[config.mk]
export PLATFORM = sky130hd
export DESIGN_NAME = cache_profiler_ctrl
export DESIGN_NICKNAME = d
export VERILOG_FILES = /design/src/rtl/cache_profiler_ctrl.sv
export SDC_FILE = /design/constraint.sdc
export NUM_CORES = 1
export LEC_CHECK = 0
export ABC_AREA = 1
export BUFFER_PORTS_ARGS = -buffer_cell sky130_fd_sc_hd__buf_2
export CAP_MARGIN = 20
export CORE_ASPECT_RATIO = 0.9
export CORE_UTILIZATION = 60
export DETAILED_ROUTE_END_ITERATION = 16
export PLACE_DENSITY = 0.84
export SKIP_CTS_REPAIR_TIMING = 1
export SLEW_MARGIN = 20
export SYNTH_ARGS = -nofsm -noshare
export SYNTH_HDL_FRONTEND = slang
export SYNTH_SLANG_ARGS = --single-unit
[constraint.sdc]
create_clock -name clk -period 3.2 [get_ports clk]
set_clock_uncertainty 0.1 [all_clocks]
set_input_delay 0.64 -clock clk [delete_from_list [all_inputs] [get_ports clk]]
set_output_delay 0.64 -clock clk [all_outputs]
set_load 0.05 [all_outputs]
[src/rtl/cache_profiler_ctrl.sv]
// rtl/cache_profiler_ctrl.sv - host command sequencer, snapshot bank and read streamer for the cache profiler
module cache_profiler_ctrl #(
  parameter int CNT_W = 32
) (
  input  logic             clk,
  input  logic             rst_n,
  input  logic             cmd_valid,
  input  logic [1:0]       cmd_op,
  output logic             cmd_ready,
  input  logic [CNT_W-1:0] icache_request_cnt,
  input  logic [CNT_W-1:0] icache_hit_cnt,
  input  logic [CNT_W-1:0] icache_miss_cnt,
  input  logic [CNT_W-1:0] dcache_request_cnt,
  input  logic [CNT_W-1:0] dcache_hit_cnt,
  input  logic [CNT_W-1:0] dcache_miss_cnt,
  output logic             profiler_enable,
  output logic             running,
  output logic             rd_valid,
  input  logic             rd_ready,
  output logic [CNT_W-1:0] rd_data,
  output logic [2:0]       rd_index,
  output logic             rd_last
);

  typedef enum logic [1:0] {IDLE, RUN, CLR, STREAM} state_t;

  localparam logic [1:0] OP_START = 2'd0;
  localparam logic [1:0] OP_STOP  = 2'd1;
  localparam logic [1:0] OP_CLEAR = 2'd2;
  localparam logic [1:0] OP_READ  = 2'd3;

  state_t           state;
  logic             from_run;
  logic [CNT_W-1:0] cyc_cnt;
  logic [CNT_W-1:0] cyc_next;
  logic [CNT_W-1:0] snap [7];
  logic [CNT_W-1:0] live [7];
  logic [CNT_W-1:0] next_word;
  logic             cmd_fire;
  logic             rd_fire;

  assign cmd_ready = (state == IDLE) || (state == RUN);
  assign cmd_fire  = cmd_valid & cmd_ready;
  assign rd_fire   = rd_valid & rd_ready;

  // Word 6 captures the count including the capture edge itself, so a run of
  // N enabled cycles reports exactly N.
  always_comb begin
    cyc_next = cyc_cnt;
    if (profiler_enable && (cyc_cnt != {CNT_W{1'b1}}))
      cyc_next = cyc_cnt + 1'b1;
    live[0] = icache_request_cnt;
    live[1] = icache_hit_cnt;
    live[2] = icache_miss_cnt;
    live[3] = dcache_request_cnt;
    live[4] = dcache_hit_cnt;
    live[5] = dcache_miss_cnt;
    live[6] = cyc_next;
  end

  always_comb begin
    next_word = snap[6];
    case (rd_index)
      3'd0:    next_word = snap[1];
      3'd1:    next_word = snap[2];
      3'd2:    next_word = snap[3];
      3'd3:    next_word = snap[4];
      3'd4:    next_word = snap[5];
      default: next_word = snap[6];
    endcase
  end

  always_ff @(posedge clk or negedge rst_n) begin
    if (!rst_n) begin
      state           <= IDLE;
      from_run        <= 1'b0;
      cyc_cnt         <= '0;
      profiler_enable <= 1'b0;
      running         <= 1'b0;
      rd_valid        <= 1'b0;
      rd_data         <= '0;
      rd_index        <= '0;
      rd_last         <= 1'b0;
      for (int i = 0; i < 7; i++) snap[i] <= '0;
    end else begin
      cyc_cnt <= cyc_next;
      case (state)
        IDLE: begin
          if (cmd_fire) begin
            case (cmd_op)
              OP_START: begin
                state           <= RUN;
                profiler_enable <= 1'b1;
                running         <= 1'b1;
                cyc_cnt         <= '0;
              end
              OP_CLEAR: for (int i = 0; i < 7; i++) snap[i] <= '0;
              OP_READ: begin
                state    <= STREAM;
                from_run <= 1'b0;
                rd_valid <= 1'b1;
                rd_index <= '0;
                rd_last  <= 1'b0;
                rd_data  <= snap[0];
              end
              default: ;
            endcase
          end
        end
        RUN: begin
          if (cmd_fire) begin
            case (cmd_op)
              OP_STOP: begin
                for (int i = 0; i < 7; i++) snap[i] <= live[i];
                state           <= IDLE;
                profiler_enable <= 1'b0;
                running         <= 1'b0;
              end
              OP_CLEAR: begin
                state           <= CLR;
                profiler_enable <= 1'b0;
                running         <= 1'b0;
                cyc_cnt         <= '0;
              end
              OP_READ: begin
                for (int i = 0; i < 7; i++) snap[i] <= live[i];
                state    <= STREAM;
                from_run <= 1'b1;
                rd_valid <= 1'b1;
                rd_index <= '0;
                rd_last  <= 1'b0;
                rd_data  <= live[0];
              end
              default: ;
            endcase
          end
        end
        CLR: begin
          state           <= RUN;
          profiler_enable <= 1'b1;
          running         <= 1'b1;
        end
        STREAM: begin
          if (rd_fire) begin
            if (rd_index == 3'd6) begin
              state    <= from_run ? RUN : IDLE;
              rd_valid <= 1'b0;
              rd_last  <= 1'b0;
              rd_index <= '0;
            end else begin
              rd_index <= rd_index + 3'd1;
              rd_data  <= next_word;
              rd_last  <= (rd_index == 3'd5);
            end
          end
        end
        default: state <= IDLE;
      endcase
    end
  end

endmodule

* Word-level counts from Yosys, hierarchy flattened
Index checks and enable logic that the tools add are counted.
** Storage, ports and cells
- Bits in registers :: 297
- Bits of input ports :: 198
- Output and inout bits :: 40
- Word-level logic and storage cells :: 114
** Operators by class
- $add $sub $neg :: 2
- Equality and inequality tests :: 28
- Mux-type cells :: 48
- Bitwise operators :: 2
- Reduce and logical (&&, ||, !) cells :: 19
** Operators with widths (number)
- $mux W224 :: 4
- $pmux W224 S2 :: 1
- $mux W32 :: 11
- $pmux W32 S5 :: 1
- $pmux W32 S3 :: 1
- $pmux W32 S2 :: 1
- $add A32 B1 Y32 const B :: 1
- $ne A32 B32 Y1 const B :: 1
- $reduce_and A5 Y1 :: 4
- $ne A2 B2 Y1 const B :: 7
- $mux W1 :: 13
- $mux W3 :: 4
- $ne A2 B1 Y1 const B :: 6
- $eq A3 B3 Y1 const B :: 3
- $eq A2 B2 Y1 const B :: 4
- $mux W2 :: 4
- $pmux W2 S4 :: 1
- $reduce_and A7 Y1 :: 1
- $eq A3 B2 Y1 const B :: 2
- $pmux W1 S2 :: 3
- $pmux W2 S3 :: 1
- $pmux W3 S2 :: 1
- $reduce_and A6 Y1 :: 1
- $reduce_bool A3 Y1 :: 2
- other kinds (15) :: 21

* Logic depth before layout (Yosys ltp)
- Depth in word-level cells :: 6
- Depth in mapped cells :: 12
- Depth with buffers taken out :: 11

* Least setup slack after synthesis
Ideal clock, no wire load.
- Kind :: reg2reg
- Start :: register rd_index[1]
- End :: register rd_data[12]
- Setup time :: 0.077 ns
- Data arrival time :: 1.912 ns
- Required time :: 3.023 ns
- Path slack :: 1.111 ns
- Cell stages (with the launch flop) :: 10
- Buffers on the path :: 2
- Clock period less this slack :: 2.089 ns
- Path through :: dfrtp_1 > nand2_1 > inv_1 > ha_1 > clkbuf_1 > clkbuf_1 > nand2_1 > nand4_1 > o21bai_1 > a21oi_1
** Between the ends
- Word-level cells in the longest chain between the ends :: 5
- Elaborated cells between the ends (all ways) :: 12
- Classes of those cells :: eq/ne: 6; mux: 4; reduce/logical: 2
** Ends and longest elaborated chain
- from (decl) :: RTL line 21 : output logic [2:0] rd_index,
- from (signal assigned) :: RTL line 151 : rd_index <= rd_index + 3'd1;
- $eq A3 B3 Y1 (tied with other cells) :: RTL line 63 : case (rd_index)
- $pmux W32 S5 :: RTL line 63
- $mux W32 :: RTL line 145 : if (rd_index == 3'd6) begin
- $mux W32 :: RTL line 144 : if (rd_fire) begin
- $pmux W32 S3 :: RTL line 87 : case (state)
- to (signal assigned) :: RTL line 104 : rd_data <= snap[0];
- to (signal assigned) :: RTL line 132 : rd_data <= live[0];
- to (signal assigned) :: RTL line 152 : rd_data <= next_word;
- to (decl) :: RTL line 20 : output logic [CNT_W-1:0] rd_data,
Parallel ways exist; a longest one is shown, timed or not. The select of a mux whose other input is x is not followed.
A chain may end at the register's enable or synchronous reset.

* Final worst setup path
- Start :: register cyc_cnt[0]
- End :: register snap[4] (netlist name)
** Between the ends
- Word-level cells in the longest chain between the ends :: 6
- Elaborated cells between the ends (all ways) :: 7
- Classes of those cells :: add/sub: 1; eq/ne: 1; mux: 4; reduce/logical: 1
** Ends and longest elaborated chain
- from (decl) :: RTL line 34 : logic [CNT_W-1:0] cyc_cnt;
- from (signal assigned) :: RTL line 86 : cyc_cnt <= cyc_next;
- parallel branches: the longest is 2 deep, another holds $add A32 B1 Y32
- $mux W32 * :: RTL line 50 : if (profiler_enable && (cyc_cnt != {CNT_W{1'b1}}))
- $mux W224 * :: RTL line 112 : case (cmd_op)
- $mux W224 * :: RTL line 111 : if (cmd_fire) begin
- $pmux W224 S2 * :: RTL line 87
- to (decl) :: RTL line 36 : logic [CNT_W-1:0] snap [7];
Mark *: on every way between the ends. The select of a mux whose other input is x is not followed.

==> results.toml <==
[synth]
avgSynthCellArea_sq_um = 8.41
ys.flop_type = "dfrtp_1"
synth_top_area_share_pct = 52.9
synth_largest_area_cell = "dfrtp_1"
yosysSeqAreaShare_pct = 52.9
syn_area_sq_um = 14000
synth-edff-count = 0
synth-seq-cells = 297
yosys.cell_types.count = 33
async_flop_share_pct = 100
syn_nets = 1875
yosysWarnings = 0
netlist_instances = 1670
synth_area_leaders = "dfrtp_1 53%, nand2_1 12%, o21ai_0 6.8%"

[timing]
slew_headroom_pct = 48.5
setup_tns_ns = 0
report.final.setup_viol = 0
finalHoldViolations = 18
max_clock_freq_ghz = 0.418
worst_pin_slew_ns = 0.773
rsz0062_at_grt = "false"
whs_ns = -0.0324
period_minus_slack_ns = 2.39
period_share_pct = 74.8
maxSlewViolCount = 0

[drt]
wl_mm = 41.0
firstDrtPassIters = 7
wl_per_cell_um = 18.7
vias = 12900
routed_via_density = 5.88
drt_iter0_markers = 1552
drc = 0
postRouteAntennaNets = 0

[layout]
syn_to_final_growth_pct = 17.5
drive_gt1_share_pct = 17.6
fin_cells = 2198
nets = 2076
fillers = 1641

[placed_design]
dp_hpwl_mm = 27.4
dp_cells = 2136
gp_congestion = 0.970
placement.io_buffers = 237

[cts]
cts_max_level = 1
clkSinkCount = 297
clockBufferDepth = 3
clk_pin_slew_ns = 0.06
numCtsBuffers = 30
cts_tree = "yes"
clockRootBuffer = "clkbuf_16"
clock_latency_ns = 0.56

[pwr]
power_leakage_nw = 8.38
power_density_nw_per_um2 = 997
power_w = 0.0164
peakVddDrop_mv = 0.770

[worst_setup_path]
endpoint_kind = "register"
cp.arrival_ns = 2.80
crit_required_ns = 3.60
cp_max_fo = 33
worst-r2r-setup-slack_ns = 0.81
cp-start-kind = "register"
r2r-start = "cyc_cnt[0]"
r2r_cells = 11
r2r-end = "snap[4]"
path_class = "reg2reg"

[global_routing]
grt-ovfl-total = 0
antenna_found_initial = 9
grt_pass1_vias = 12500
grt_max_degree = 121
grt_usage_pct = 34.6
grt_pass1_wl_mm = 64.9

[floorplanning]
boundaryPins = 238
initial_core_util_pct = 61.9
die_w_um = 163
core_area_sq_um = 22700
die-area_sq_um = 24000
die_y_um = 147
row_count = 52

[job]
maxCapViolations = 0

[min_path]
min_path_type = "in2async"

[status]
status = "complete, but fails checks"
violations = "negative hold slack"
## power breakdown
part / switching [W] / internal, W / leakage, nW
registers: 0.000986 / 0.00535 / 3.79
clock network: 0.00148 / 0.00227 / 0.524
logic: 0.00437 / 0.00198 / 4.07
## Yosys cell counts, types with 2 or more instances
cell type	n
nand2_1	445
dfrtp_1	297
o21ai_0	190
nor2_1	154
inv_1	152
a22o_1	105
nand3_1	69
buf_2	41
nand4_1	40
a21oi_1	38
clkbuf_1	27
o21bai_1	26
buf_4	20
o22ai_1	12
ha_1	7
inv_2	7
nor2_2	7
a21o_1	6
nor3_1	5
nand2_2	4
xor2_1	4
buf_6	2
nand2_4	2
## routing by layer
metal | routed length [um] | share of wire, % | vias up | GRT usage, %
li1 | - | - | 5908 | -
met1 | 16100 | 39 | 6126 | 46.5
met2 | 19200 | 47 | 766 | 55.4
met3 | 3760 | 9.2 | 116 | 4.91
met4 | 1930 | 4.7 | 4 | 16.3
met5 | 23 | 0.056 | - | 0
## cells in the final DEF (no fill, tap or decap), types with 8 or more instances in the layout
master,n
nand2_1,444
dfrtp_1,297
buf_2,236
o21ai_0,190
nor2_1,154
inv_1,152
a22o_1,105
nand3_1,69
nand4_1,40
a21oi_1,38
clkbuf_16,31
o21bai_1,26
buf_4,14
o22ai_1,12
clkbuf_8,8
buf_12,8
## state kept, by name, summed over array words and instances, names as in the netlist
signal / flops
rd_index: 3
cyc_cnt: 32
rd_last: 1
rd_valid: 1
running: 1
state: 2
rd_data: 32
snap: 224
from_run: 1
## critical path: stages (launching register included)
cell	delay, ns
dfrtp_1	0.45
ha_1	0.25
nand2_1	0.08
nor2_2	0.16
nand2_2	0.11
nor2_1	0.13
nand2_2	0.39
nand2_4	0.32
inv_4	0.10
nand2_1	0.10
nand3_1	0.08
nand2_1	0.08
## logic make-up (layout without fill, tap and decap cells)
group	Yosys count	count (layout)	synth area share, %
compound gates	381	381	17.2
simple gates	730	730	21.3
fa+ha+maj	7	7	0.623
xor+xnor	5	5	0.312
buf+inv	250	474	7.70
flops	297	297	52.9
other cells	0	7	0
## cell type report
type | instances | area (sq um) | share of cell area [%]
Antenna cell | 7 | 17.5 | 0.106
Clock buffer | 46 | 912 | 5.53
Clock inverter | 9 | 145 | 0.879
Inverter | 160 | 606 | 3.67
Multi-Input combinational cell | 1123 | 5560 | 33.7
Sequential cell | 297 | 7430 | 45.0
Tap cell | 297 | 372 | 2.25
Timing Repair Buffer | 259 | 1460 | 8.86
## worst max-delay path by stage
stage | slack (ns) | from | end
after floorplan | 1.11 | rd_index[1] | rd_data[12]
after global placement | 0.85 | cmd_op[0] | snap[208]
after detailed placement | 0.75 | cmd_op[1] | snap[221]
after CTS | 0.82 | rd_index[0] | rd_data[21]
after global routing | 0.56 | cyc_cnt[0] | cyc_cnt[4]
final | 0.81 | cyc_cnt[0] | snap[4]
## metrics by stage
| step | setup slack (ns) | cell area [sq um] | utilization (%) |
|---|---|---|---|
| after floorplan | 1.11 | 14000 | - |
| after global placement | 0.845 | 15400 | 67.9 |
| after detailed placement | 0.751 | 15400 | 67.9 |
| after CTS | 0.821 | 16500 | 72.6 |
| after global routing | 0.559 | 16500 | 72.7 |
| final | 0.805 | 16500 | 72.7 |
Power figures use the tool's default switching activity.
